==> config.mk <==
export PLATFORM = sky130hd
export DESIGN_NAME = alu_dispatch_flat
export DESIGN_NICKNAME = d
export VERILOG_FILES = /design/src/rtl/alu_pkg.sv /design/src/rtl/alu_dispatch_if.sv /design/src/rtl/alu_lat_counter.sv /design/src/rtl/alu_dispatch.sv /design/src/flat_wrapper.sv
export SDC_FILE = /design/constraint.sdc
export NUM_CORES = 1
export LEC_CHECK = 0
export CORE_ASPECT_RATIO = 0.8
export CORE_MARGIN = 1
export CORE_UTILIZATION = 40
export CTS_BUF_LIST = sky130_fd_sc_hd__clkbuf_4 sky130_fd_sc_hd__clkbuf_8 sky130_fd_sc_hd__clkbuf_16
export CTS_CLUSTER_DIAMETER = 40
export DETAILED_ROUTE_END_ITERATION = 12
export PLACE_DENSITY = 0.81
export SLEW_MARGIN = 20
export SYNTH_ARGS = -nofsm -noshare
export SYNTH_HDL_FRONTEND = slang
export SYNTH_SLANG_ARGS = --single-unit
==> constraint.sdc <==
create_clock -name clk -period 2.3 [get_ports clk]
set_input_delay 0.46 -clock clk [delete_from_list [all_inputs] [get_ports clk]]
set_output_delay 0.46 -clock clk [all_outputs]
set_load 0.01 [all_outputs]
==> src/rtl/alu_pkg.sv <==
// Shared definitions for the ALU issue path: opcodes, result-mux select codes,
// dispatcher state and unit encodings.
package alu_pkg;

    localparam logic [3:0] OP_ADD    = 4'b0000;
    localparam logic [3:0] OP_SUB    = 4'b0001;
    localparam logic [3:0] OP_XOR    = 4'b0010;
    localparam logic [3:0] OP_RED    = 4'b0011;
    localparam logic [3:0] OP_PADDSB = 4'b0111;

    // Result-mux source codes; the result mux imports these as well.
    localparam logic [1:0] SEL_ADDSUB = 2'd0;
    localparam logic [1:0] SEL_XORRED = 2'd1;
    localparam logic [1:0] SEL_PADDSB = 2'd2;

    typedef enum logic [1:0] {
        ST_IDLE  = 2'd0,
        ST_ISSUE = 2'd1,
        ST_WAIT  = 2'd2,
        ST_RESP  = 2'd3
    } state_t;

    typedef enum logic [1:0] {
        UNIT_ADDSUB = 2'd0,
        UNIT_XOR    = 2'd1,
        UNIT_RED    = 2'd2,
        UNIT_PADDSB = 2'd3
    } unit_t;

    function automatic int max4(input int a, input int b, input int c, input int d);
        int m;
        m = a;
        if (b > m) m = b;
        if (c > m) m = c;
        if (d > m) m = d;
        return m;
    endfunction

endpackage

==> src/rtl/alu_dispatch_if.sv <==
// Request, unit-control and result signals between the requester (master)
// and the ALU dispatcher (slave).
interface alu_dispatch_if #(
    parameter int DW = 16
);
    logic          in_valid;
    logic          in_ready;
    logic [3:0]    in_opcode;
    logic [DW-1:0] in_a;
    logic [DW-1:0] in_b;
    logic [DW-1:0] op_a;
    logic [DW-1:0] op_b;
    logic          op_sub;
    logic          go_addsub;
    logic          go_xor;
    logic          go_red;
    logic          go_paddsb;
    logic          res_valid;
    logic          res_ready;
    logic [3:0]    res_opcode;
    logic [1:0]    res_sel;
    logic          err;

    modport master (
        output in_valid, in_opcode, in_a, in_b, res_ready,
        input  in_ready, op_a, op_b, op_sub, go_addsub, go_xor, go_red, go_paddsb,
        input  res_valid, res_opcode, res_sel, err
    );

    modport slave (
        input  in_valid, in_opcode, in_a, in_b, res_ready,
        output in_ready, op_a, op_b, op_sub, go_addsub, go_xor, go_red, go_paddsb,
        output res_valid, res_opcode, res_sel, err
    );
endinterface

==> src/rtl/alu_lat_counter.sv <==
// Loadable down-counter that tracks the remaining latency of the running unit.
module alu_lat_counter #(
    parameter int W = 2
) (
    input  logic         clk,
    input  logic         rst,
    input  logic         i_load,
    input  logic [W-1:0] i_load_val,
    input  logic         i_dec,
    output logic [W-1:0] o_count,
    output logic         o_zero
);
    logic [W-1:0] r_count;

    // NOTE: state uses non-blocking assignments so every flop samples pre-edge values.
    always_ff @(posedge clk) begin
        if (rst) begin
            r_count <= '0;
        end else if (i_load) begin
            r_count <= i_load_val;
        end else if (i_dec && (r_count != '0)) begin
            r_count <= r_count - W'(1);
        end
    end

    assign o_count = r_count;
    assign o_zero  = (r_count == '0);
endmodule

==> src/rtl/alu_dispatch.sv <==
// ALU issue-side controller: decodes an opcode into a one-cycle unit start,
// holds the operands, waits out the unit latency and presents the result select.
module alu_dispatch
    import alu_pkg::*;
#(
    parameter int DW         = 16,
    parameter int LAT_ADDSUB = 1,
    parameter int LAT_XOR    = 1,
    parameter int LAT_RED    = 3,
    parameter int LAT_PADDSB = 2
) (
    input logic           clk,
    input logic           rst,
    alu_dispatch_if.slave bus
);
    localparam int MAX_LAT = max4(LAT_ADDSUB, LAT_XOR, LAT_RED, LAT_PADDSB);
    localparam int CW      = (MAX_LAT > 1) ? $clog2(MAX_LAT) : 1;

    state_t        r_state;
    state_t        w_state_nxt;
    unit_t         r_unit;
    logic [DW-1:0] r_op_a;
    logic [DW-1:0] r_op_b;
    logic          r_op_sub;
    logic [3:0]    r_opcode;
    logic [1:0]    r_res_sel;
    logic          r_err;

    logic          w_legal;
    unit_t         w_unit;
    logic [1:0]    w_sel;
    logic [CW-1:0] w_lat_m1;
    logic          w_accept;
    logic          w_load;
    logic [CW-1:0] w_cnt;
    logic          w_cnt_zero;
    logic          w_in_ready;
    logic          w_go_addsub;
    logic          w_go_xor;
    logic          w_go_red;
    logic          w_go_paddsb;
    logic          w_res_valid;

    // NOTE: every always_comb output gets a default first so no latch is inferred.
    always_comb begin
        w_legal  = 1'b1;
        w_unit   = UNIT_ADDSUB;
        w_sel    = SEL_ADDSUB;
        w_lat_m1 = CW'(LAT_ADDSUB - 1);
        case (bus.in_opcode)
            OP_ADD, OP_SUB: ;
            OP_XOR: begin
                w_unit   = UNIT_XOR;
                w_sel    = SEL_XORRED;
                w_lat_m1 = CW'(LAT_XOR - 1);
            end
            OP_RED: begin
                w_unit   = UNIT_RED;
                w_sel    = SEL_XORRED;
                w_lat_m1 = CW'(LAT_RED - 1);
            end
            OP_PADDSB: begin
                w_unit   = UNIT_PADDSB;
                w_sel    = SEL_PADDSB;
                w_lat_m1 = CW'(LAT_PADDSB - 1);
            end
            default: w_legal = 1'b0;
        endcase
    end

    assign w_accept = (r_state == ST_IDLE) && bus.in_valid;
    assign w_load   = w_accept && w_legal;

    alu_lat_counter #(.W(CW)) u_lat_counter (
        .clk        (clk),
        .rst        (rst),
        .i_load     (w_load),
        .i_load_val (w_lat_m1),
        .i_dec      (r_state == ST_WAIT),
        .o_count    (w_cnt),
        .o_zero     (w_cnt_zero)
    );

    always_ff @(posedge clk) begin
        if (rst) begin
            r_state <= ST_IDLE;
        end else begin
            r_state <= w_state_nxt;
        end
    end

    always_comb begin
        w_state_nxt = r_state;
        case (r_state)
            ST_IDLE:  if (w_load) w_state_nxt = ST_ISSUE;
            ST_ISSUE: w_state_nxt = w_cnt_zero ? ST_RESP : ST_WAIT;
            ST_WAIT:  if (w_cnt == CW'(1)) w_state_nxt = ST_RESP;
            ST_RESP:  if (bus.res_ready) w_state_nxt = ST_IDLE;
            default:  w_state_nxt = ST_IDLE;
        endcase
    end

    always_comb begin
        w_in_ready  = 1'b0;
        w_go_addsub = 1'b0;
        w_go_xor    = 1'b0;
        w_go_red    = 1'b0;
        w_go_paddsb = 1'b0;
        w_res_valid = 1'b0;
        case (r_state)
            ST_IDLE:  w_in_ready = 1'b1;
            ST_ISSUE: begin
                w_go_addsub = (r_unit == UNIT_ADDSUB);
                w_go_xor    = (r_unit == UNIT_XOR);
                w_go_red    = (r_unit == UNIT_RED);
                w_go_paddsb = (r_unit == UNIT_PADDSB);
            end
            ST_RESP:  w_res_valid = 1'b1;
            default:  ;
        endcase
    end

    // Operands and result select change only on a legal accept; illegal ones just flag err.
    always_ff @(posedge clk) begin
        if (rst) begin
            r_op_a    <= '0;
            r_op_b    <= '0;
            r_op_sub  <= 1'b0;
            r_opcode  <= OP_ADD;
            r_res_sel <= SEL_ADDSUB;
            r_unit    <= UNIT_ADDSUB;
            r_err     <= 1'b0;
        end else begin
            r_err <= w_accept && !w_legal;
            if (w_load) begin
                r_op_a    <= bus.in_a;
                r_op_b    <= bus.in_b;
                r_op_sub  <= (bus.in_opcode == OP_SUB);
                r_opcode  <= bus.in_opcode;
                r_res_sel <= w_sel;
                r_unit    <= w_unit;
            end
        end
    end

    assign bus.in_ready   = w_in_ready;
    assign bus.op_a       = r_op_a;
    assign bus.op_b       = r_op_b;
    assign bus.op_sub     = r_op_sub;
    assign bus.go_addsub  = w_go_addsub;
    assign bus.go_xor     = w_go_xor;
    assign bus.go_red     = w_go_red;
    assign bus.go_paddsb  = w_go_paddsb;
    assign bus.res_valid  = w_res_valid;
    assign bus.res_opcode = r_opcode;
    assign bus.res_sel    = r_res_sel;
    assign bus.err        = r_err;
endmodule

==> src/flat_wrapper.sv <==
// flat-port wrapper written by rule: the top's interface ports become plain ports
module alu_dispatch_flat import alu_pkg::*;
#(
    parameter int DW         = 16,
    parameter int LAT_ADDSUB = 1,
    parameter int LAT_XOR    = 1,
    parameter int LAT_RED    = 3,
    parameter int LAT_PADDSB = 2
)
  (clk, rst, bus_in_valid, bus_in_opcode, bus_in_a, bus_in_b, bus_res_ready, bus_in_ready, bus_op_a, bus_op_b, bus_op_sub, bus_go_addsub, bus_go_xor, bus_go_red, bus_go_paddsb, bus_res_valid, bus_res_opcode, bus_res_sel, bus_err);
  alu_dispatch_if #(.DW(DW)) bus_i ();
  input logic clk;
  input logic rst;
  input wire logic [$bits(bus_i.in_valid)-1:0] bus_in_valid;
  input wire logic [$bits(bus_i.in_opcode)-1:0] bus_in_opcode;
  input wire logic [$bits(bus_i.in_a)-1:0] bus_in_a;
  input wire logic [$bits(bus_i.in_b)-1:0] bus_in_b;
  input wire logic [$bits(bus_i.res_ready)-1:0] bus_res_ready;
  output wire logic [$bits(bus_i.in_ready)-1:0] bus_in_ready;
  output wire logic [$bits(bus_i.op_a)-1:0] bus_op_a;
  output wire logic [$bits(bus_i.op_b)-1:0] bus_op_b;
  output wire logic [$bits(bus_i.op_sub)-1:0] bus_op_sub;
  output wire logic [$bits(bus_i.go_addsub)-1:0] bus_go_addsub;
  output wire logic [$bits(bus_i.go_xor)-1:0] bus_go_xor;
  output wire logic [$bits(bus_i.go_red)-1:0] bus_go_red;
  output wire logic [$bits(bus_i.go_paddsb)-1:0] bus_go_paddsb;
  output wire logic [$bits(bus_i.res_valid)-1:0] bus_res_valid;
  output wire logic [$bits(bus_i.res_opcode)-1:0] bus_res_opcode;
  output wire logic [$bits(bus_i.res_sel)-1:0] bus_res_sel;
  output wire logic [$bits(bus_i.err)-1:0] bus_err;
  assign bus_i.in_valid = bus_in_valid;
  assign bus_i.in_opcode = bus_in_opcode;
  assign bus_i.in_a = bus_in_a;
  assign bus_i.in_b = bus_in_b;
  assign bus_i.res_ready = bus_res_ready;
  assign bus_in_ready = bus_i.in_ready;
  assign bus_op_a = bus_i.op_a;
  assign bus_op_b = bus_i.op_b;
  assign bus_op_sub = bus_i.op_sub;
  assign bus_go_addsub = bus_i.go_addsub;
  assign bus_go_xor = bus_i.go_xor;
  assign bus_go_red = bus_i.go_red;
  assign bus_go_paddsb = bus_i.go_paddsb;
  assign bus_res_valid = bus_i.res_valid;
  assign bus_res_opcode = bus_i.res_opcode;
  assign bus_res_sel = bus_i.res_sel;
  assign bus_err = bus_i.err;
  alu_dispatch #(.DW(DW), .LAT_ADDSUB(LAT_ADDSUB), .LAT_XOR(LAT_XOR), .LAT_RED(LAT_RED), .LAT_PADDSB(LAT_PADDSB)) u_core (.clk(clk), .rst(rst), .bus(bus_i));
endmodule
==> results.ini, run 1 <==
[power_and_ir_drop]
p_int_uw=1552
clkPwrFrac_pct=27.7
p_comb_share_pct=29.8
p_sw_share_pct=28.51
ir_worst_vdd_mv=0.4727
power_density_nw_per_um2=756.8
p_switching_uw=618.7
p_seq_share_pct=42.4
total_leakage_power_uw=0.001059

[clock_tree]
clk_latency_ns=0.29
hold_buffers=0
cts-buffers-inserted=5
tritoncts=done
cts_sinks=46
ctsLongestPathBuffers=2
cts_root_buf=clkbuf_8
clk_pin_slew_worst_paths_ns=0.07
h-tree-depth=2

[route]
routed-wl-met2_um=2056
post_drt_wl_per_cell_um=12.79
vias=1824
wl_met3_um=442
drc=0
ant_nets=0
top_layer=met4
firstDrtPassIters=6
routed_wl_um=4734
drt-initial-drc-count=50
routed_via_density=4.930
met1Wirelength_um=2187

[final_layout]
nets=360
antenna_cells=0
design_area_sq_um=2868
area_growth_pct=57.42
fillers=383
final_cells=370
fin_util_pct=66.96
drive_above_1_share_pct=7.029

[placement]
hpwl_um=3466
dp_cells=363
io_buffers=85
gp_routability_congestion=0.7543
placed_cell_area_sq_um=2750

[hold_path]
whs_path_depth=2
hold_start=u_core.bus.op_sub$_SDFFE_PP0P_
hold_end=u_core.bus.op_sub$_SDFFE_PP0P_
hp-class=reg2reg

[sta]
slew_violations=0
rsz0062_at_grt=no
max_slew_margin_pct=72.56
setup_viol=0
finalHoldViolations=0
fin_crit_ns=2.184
skew_ns=0.004986
timing.hold.ws_ns=0.4513
tightest_slew_ns=0.4116
finalCritPeriodShare_pct=94.94
fin_tns_setup_ns=0
clock.fmax_mhz=457.9

[global_route]
antenna_found_initial=0
grt_first_pass_wirelength_um=7969
grtUsageTotal_pct=20.87
overflow=0
grt_max_degree=26
grt_pass1_vias=1728

[die]
rows=21
start_util_pct=42.54
die_w_um=77.45
core-area_sq_um=4283
ioPinCount=86
dieArea_sq_um=4830
die_h_um=62.36

[worst_setup_path]
cp-start-kind=register
r2r_slack_ns=0.40
crit_start=u_core.r_state[1]$_SDFFE_PP0P_
regToRegEndpoint=u_core.r_state[1]$_SDFFE_PP0P_
crit_fanout=5
reg2reg_depth=6
r2r_start=u_core.r_state[0]$_SDFFE_PP0P_
crit_required_ns=1.84
crit_arrival_ns=1.72
critPathKind=reg2out
cp-end-kind=output pin

[logic_synthesis]
netlist_area_sq_um=1822
syn-num-nets=272
ys_ff_latch=46
yosys-top-cells-count=nand2_1 (78), dfxtp_1 (46), a21oi_1 (41)
syn_inst=225
yosysSeqAreaShare_pct=50.55
yosysTopAreaCellShare_pct=50.55
ys_types=31
ys.flop_type=dfxtp_1
synth_area_leaders=dfxtp_1 (51%), nand2_1 (16%), a21oi_1 (11%)
syn_avg_cell_area_sq_um=8.097
ys_async_sr_fraction_pct=0
synth_edf_count=0
yosysTopAreaCell=dfxtp_1
yosys_warnings=0
yosysMostFrequentCell=nand2_1

[flow_run]
drv_cap=0

[outcome]
outcome=finished clean

==> layer usage <==
| layer | GRT usage, % | vias up |
|---|---|---|
| met5 | 0 | - |
| met4 | 5.660 | 0 |
| met1 | 26.91 | 832 |
| met2 | 33.19 | 72 |
| li1 | - | 913 |
| met3 | 7.059 | 7 |
==> kinds of logic after synthesis <==
family | count (synthesis) | synth area share (%)
AOI/OAI and AO/OA | 50 | 15.52
xor gates and xnor gates | 1 | 0.4809
adders and majority gates | 7 | 4.807
buffers and inverters | 20 | 4.945
DFF | 46 | 50.55
and+or+nand+nor | 101 | 23.70
==> layout make-up <==
cell class / instances / area, sq um / area share [%]
clock inverters: 1 / 30.03 / 1.047
inverters: 7 / 26.28 / 0.9162
repair buffers: 94 / 915.9 / 31.94
clock buffers: 6 / 82.58 / 2.880
multi-input cells: 159 / 820.8 / 28.62
well taps: 57 / 71.32 / 2.487
flip-flops and latches: 46 / 920.9 / 32.11
==> power groups by stage <==
stage | Sequential (uW) | Clock, uW | Combinational [uW]
after CTS | 920 | 617 | 650
final | 921 | 602 | 648
after global routing | 932 | 662 | 710
after floorplan | 956 | 0 | 318
after global placement | 935 | 0 | 634
after detailed placement | 940 | 0 | 645
==> how the worst max path moves through the flow <==
stage               cells past startpoint                                      endpoint  slack (ns)
CTS                                     4                                 bus_go_addsub        0.04
detailed placement                      4  u_core.u_lat_counter.o_count[0]$_SDFFE_PP0P_        0.23
floorplan                               6                u_core.r_state[1]$_SDFFE_PP0P_        0.56
global route                            4                                 bus_go_paddsb        0.03
global placement                        4  u_core.u_lat_counter.o_count[0]$_SDFFE_PP0P_        0.25
finish                                  4                                 bus_go_paddsb        0.12
==> sequential cells by signal, summed over array words and instances, names as in the netlist, 2 cells and up <==
| register | cells |
|---|---|
| u_core.u_lat_counter.o_count | 2 |
| u_core.bus.op_b | 16 |
| u_core.bus.res_opcode | 4 |
| u_core.bus.res_sel | 2 |
| u_core.r_unit | 2 |
| u_core.r_state | 2 |
| u_core.bus.op_a | 16 |
==> critical path: stages, from the launching register on <==
cell and delay, ns:
dfxtp_1 0.36, inv_1 0.14, ha_2 0.23, and3_1 0.17, clkdlybuf4s50_1 0.54
==> per-stage QoR <==
stage,setup slack [ns],power [uW]
final,0.1163,2170
after global routing,0.02763,2304
after CTS,0.03809,2187
after detailed placement,0.2285,1585
after global placement,0.2544,1568
after floorplan,0.5595,1274
==> timing repair <==
item,4_1_cts,5_1_grt
setup endpoints to repair,0,2
buffers inserted,0,0
resized for setup,0,2
==> layout by cell type, fill, tap and decap left out, types with 2 or more instances in the layout <==
cell / instances
nand2_1: 78
nor3b_1: 2
and3_1: 2
clkbuf_8: 6
clkdlybuf4s50_1: 83
nor3_1: 4
nor2_1: 5
dfxtp_1: 46
inv_1: 7
buf_4: 9
a21oi_1: 41
nand3_1: 3
ha_1: 6
(Power assumes the default switching activity.)
==> run 2, diff against run 1 <==
CORE_MARGIN = 4   (was 1)
==> results.ini, run 2 (synthesized netlist as in run 1, its figures left out) <==
[die]
dieArea_sq_um=5705
die_h_um=68.36
rows=21
die_w_um=83.45
ioPinCount=86
start_util_pct=42.54
core-area_sq_um=4283

[sta]
finalCritPeriodShare_pct=94.84
fin_tns_setup_ns=0
skew_ns=0.003404
slew_violations=0
max_slew_margin_pct=80.22
setup_viol=0
fin_crit_ns=2.181
clock.fmax_mhz=458.4
rsz0062_at_grt=no
tightest_slew_ns=0.2967
finalHoldViolations=0

[global_route]
grt_max_degree=29
overflow=0
antenna_found_initial=0
grt_first_pass_wirelength_um=7493
grt_pass1_vias=1623
grtUsageTotal_pct=16.67

[worst_setup_path]
crit_arrival_ns=1.72
crit_required_ns=1.84
r2r_start=u_core.r_state[0]$_SDFFE_PP0P_
r2r_slack_ns=0.38
crit_fanout=5
regToRegEndpoint=u_core.r_state[1]$_SDFFE_PP0P_
cp-start-kind=register
reg2reg_depth=6
cp-end-kind=output pin
critPathKind=reg2out

[outcome]
outcome=finished clean

[route]
routed_wl_um=4840
drc=0
firstDrtPassIters=4
post_drt_wl_per_cell_um=13.05
vias=1801
drt-initial-drc-count=82
routed_via_density=4.854
ant_nets=0

[power_and_ir_drop]
power_density_nw_per_um2=748.6
ir_worst_vdd_mv=0.5046
total_leakage_power_uw=0.001066

[hold_path]
hp-class=reg2reg
whs_path_depth=2
hold_end=u_core.bus.op_sub$_SDFFE_PP0P_
hold_start=u_core.bus.op_sub$_SDFFE_PP0P_

[final_layout]
fillers=371
area_growth_pct=58.17
antenna_cells=0
drive_above_1_share_pct=7.006
final_common_cell=clkdlybuf4s50_1
final_cell_mix=clkdlybuf4s50_1 (84), nand2_1 (78), dfxtp_1 (46), a21oi_1 (41), buf_4 (8)
seq_area_sq_um=920.9
multi_input_area_sq_um=820.8
design_area_sq_um=2882
nets=360
fin_util_pct=67.28

[placement]
hpwl_um=3547
placed_cell_area_sq_um=2768
gp_routability_congestion=0.8357
io_buffers=85

[clock_tree]
cts-buffers-inserted=5
clk_latency_ns=0.29
ctsLongestPathBuffers=2
cts_sinks=46
clk_pin_slew_worst_paths_ns=0.08
hold_buffers=0
h-tree-depth=2
tritoncts=done
cts_root_buf=clkbuf_8
post_cts_buffers=0

[flow_run]
drv_cap=0

[run 2: changes by cell type in the layout (fill, tap and decap cells not counted), sizes merged]
cell,change
buf,-1
clkinv,+2
clkdlybuf4s50,+1
clkbuf,-1
[run 2: worst max-delay path, stage by stage, from the launching register on]
cell and delay [ns]:
dfxtp_1 0.34, inv_1 0.14, ha_2 0.24, and3_1 0.17, clkdlybuf4s50_1 0.53
[run 2: stage by stage]
step / hold slack, ns / setup WS (ns) / total power, uW / instances
floorplan: 0.4761 / 0.5595 / 1274 / 225
global placement: 0.4406 / 0.2423 / 1573 / 363
detailed placement: 0.4464 / 0.2149 / 1595 / 363
CTS: 0.4583 / 0.03739 / 2178 / 371
global route: 0.4760 / 0.02334 / 2281 / 371
finish: 0.4536 / 0.1186 / 2157 / 371
[run 2: layout make-up]
cell class	instances	share of cell area (%)
Inverter	7	0.9119
Timing Repair Buffer	94	32.39
Multi-Input combinational cell	159	28.48
Clock inverter	3	1.389
Tap cell	57	2.475
Sequential cell	46	31.96
Clock buffer	5	2.388
[run 2: worst max-delay path by stage]
stage | cells after the start | from | end
2_1_floorplan | 6 | u_core.r_state[0]$_SDFFE_PP0P_ | u_core.r_state[1]$_SDFFE_PP0P_
3_3_place_gp | 4 | bus_in_opcode[2] | u_core.r_unit[1]$_SDFFE_PP0P_
3_5_place_dp | 4 | bus_in_opcode[2] | u_core.r_unit[1]$_SDFFE_PP0P_
4_1_cts | 4 | u_core.r_state[1]$_SDFFE_PP0P_ | bus_go_addsub
5_1_grt | 4 | u_core.r_state[1]$_SDFFE_PP0P_ | bus_go_xor
6_report | 4 | u_core.r_state[1]$_SDFFE_PP0P_ | bus_go_paddsb
[run 2: power breakdown]
| part | total, uW | internal [uW] | switching, uW | leakage, uW |
|---|---|---|---|---|
| combinational | 657 | 337 | 320 | 0.000634 |
| sequential | 920 | 872 | 48.1 | 0.000374 |
| clock | 580 | 320 | 260 | 0.0000579 |
| total | 2160 | 1530 | 628 | 0.00107 |
[run 2: layer usage]
| layer | global-route usage, % | share of wire (%) |
|---|---|---|
| met5 | 0 | 0 |
| met2 | 25.50 | 41 |
| met4 | 7.229 | 1.8 |
| met3 | 7.341 | 10 |
| met1 | 20.64 | 47 |
[run 2: timing repair]
action                                 in CTS  in global routing
setup endpoints to repair                   0                  3
endpoints found under the hold margin       0                  0
gates resized for setup                     0                  2
==> run 3, diff against run 2 <==
CORE_UTILIZATION = 36   (was 40)
PLACE_DENSITY = 0.77   (was 0.81)
clock period = 1.95 ns   (was 2.3 ns; I/O delays follow)
==> results.ini, run 3 (synthesized netlist as in run 1, its figures left out) <==
[die]
die_h_um=71.63
dieArea_sq_um=6270
rows=22
ioPinCount=86
core-area_sq_um=4735
die_w_um=87.54
start_util_pct=38.48

[worst_setup_path]
crit_required_ns=2.15
crit_fanout=5
regToRegEndpoint=u_core.r_state[1]$_SDFFE_PP0P_
crit_arrival_ns=2.05
crit_start=u_core.r_state[0]$_SDFFE_PP0P_
cp-end-kind=register
critPathKind=reg2reg
crit_chain=inv_2, ha_1, and2b_2, a221o_1, or4b_1, o31ai_1
crit_path_max_incr_delay_ns=0.51
crit_end=u_core.r_state[1]$_SDFFE_PP0P_
r2r_start=u_core.r_state[0]$_SDFFE_PP0P_
cp_slowest_cell=or4b_1
reg2reg_depth=6
r2r_slack_ns=0.11
cp-start-kind=register

[final_layout]
antenna_cells=0
drive_above_1_share_pct=8.861
area_growth_pct=57.90
final_common_cell=clkdlybuf4s50_1
nets=362
fin_util_pct=60.76
final_cell_mix=clkdlybuf4s50_1 (79), nand2_1 (78), dfxtp_1 (46), a21oi_1 (41), buf_4 (11)

[placement]
hpwl_um=3542
gp_routability_congestion=0.8049
io_buffers=85

[clock_tree]
h-tree-depth=2
cts-buffers-inserted=5
ctsLongestPathBuffers=2
cts_sinks=46
tritoncts=done
clk_latency_ns=0.29
post_cts_buffers=0
clk_pin_slew_worst_paths_ns=0.08
cts_root_buf=clkbuf_8

[hold_path]
hold_start=u_core.bus.op_b[15]$_SDFFE_PP0P_
hp-class=reg2reg

[sta]
fin_tns_setup_ns=0
setup_viol=0
timing.hold.ws_ns=0.4540
rsz0062_at_grt=no
max_slew_margin_pct=69.99
tightest_slew_ns=0.4501
skew_ns=0.01082
slew_violations=0
finalCritPeriodShare_pct=94.58
clock.fmax_mhz=542.2
fin_crit_ns=1.844
finalHoldViolations=0

[route]
drc=0
post_drt_wl_per_cell_um=12.70
vias=1789
routed_via_density=4.758
ant_nets=0
drt-initial-drc-count=51
routed_wl_um=4775
firstDrtPassIters=4

[power_and_ir_drop]
p_switching_uw=741.1
p_sw_share_pct=29.82
ir_worst_vdd_mv=0.4959
total_leakage_power_uw=0.001072
total_power_uw=2486
power_density_nw_per_um2=864.1
p_int_uw=1745
p_seq_share_pct=43.8
p_comb_share_pct=30.5
clkPwrFrac_pct=25.7

[global_route]
grt_first_pass_wirelength_um=7755
antenna_found_initial=0
grt_pass1_vias=1719
overflow=0
grt_max_degree=25
grtUsageTotal_pct=15.36

[outcome]
outcome=finished clean

[flow_run]
drv_cap=0

[run 3: cell types whose count changed in the layout (fill, tap and decap cells not counted), sizes merged]
cell           change
bufinv             -1
clkdlybuf4s50      -5
dlygate4sd2        +4
clkbuf             +2
buf                +3
clkinv             -1
[run 3: cell type report]
type / instances / area, sq um
repair buffers: 96 / 925.9
clock buffers: 7 / 96.34
clock inverters: 1 / 8.758
multi-input cells: 159 / 823.3
inverters: 7 / 26.28
fillers: 417 / 1858
flip-flops and latches: 46 / 920.9
well taps: 60 / 75.07
[run 3: power groups by stage]
stage / clock (uW) / combinational (uW) / sequential (uW)
after floorplan: 0 / 375 / 1130
after global placement: 0 / 755 / 1100
after detailed placement: 0 / 767 / 1110
after CTS: 662 / 769 / 1090
after global routing: 702 / 847 / 1100
final: 639 / 758 / 1090
[run 3: per-layer routing]
layer | wire length [um] | part of all wire (%) | GRT usage (%) | vias to the layer above
met2 | 2071 | 43 | 23.66 | 62
met1 | 2213 | 46 | 20.51 | 806
li1 | - | - | - | 919
met5 | 0 | 0 | 0 | -
met3 | 477 | 10 | 5.977 | 2
met4 | 11 | 0.23 | 3.066 | 0
[run 3: repair_timing]
item                       4_1_cts  5_1_grt
setup endpoints to repair        5        1
hold buffers                     0        0
gates resized for setup          8        1
[run 3: worst min-delay path by stage]
stage          slack, ns  cells past startpoint                          endpoint
6_report            0.45                      2  u_core.bus.op_b[15]$_SDFFE_PP0P_
5_1_grt             0.48                      2  u_core.bus.op_a[14]$_SDFFE_PP0P_
4_1_cts             0.46                      2   u_core.bus.op_a[6]$_SDFFE_PP0P_
3_5_place_dp        0.45                      2  u_core.bus.op_a[14]$_SDFFE_PP0P_
3_3_place_gp        0.44                      2  u_core.bus.op_b[14]$_SDFFE_PP0P_
2_1_floorplan       0.48                      2    u_core.bus.op_sub$_SDFFE_PP0P_
[run 3: through the flow]
stage	instances	cell area, sq um	worst slack (ns)
5_1_grt	376	2877	0.01676
2_1_floorplan	225	1822	0.2095
3_5_place_dp	368	2769	-0.03142
6_report	376	2877	0.1056
4_1_cts	376	2874	0.03072
3_3_place_gp	368	2769	0.02226
[run 3: critical path: cells and delay by family, from the launching register on]
kind	cells	cell delay (ns)
simple gates	2	0.69
flops	1	0.41
compound gates	2	0.36
fa+ha+maj	1	0.21
buf+inv	1	0.09
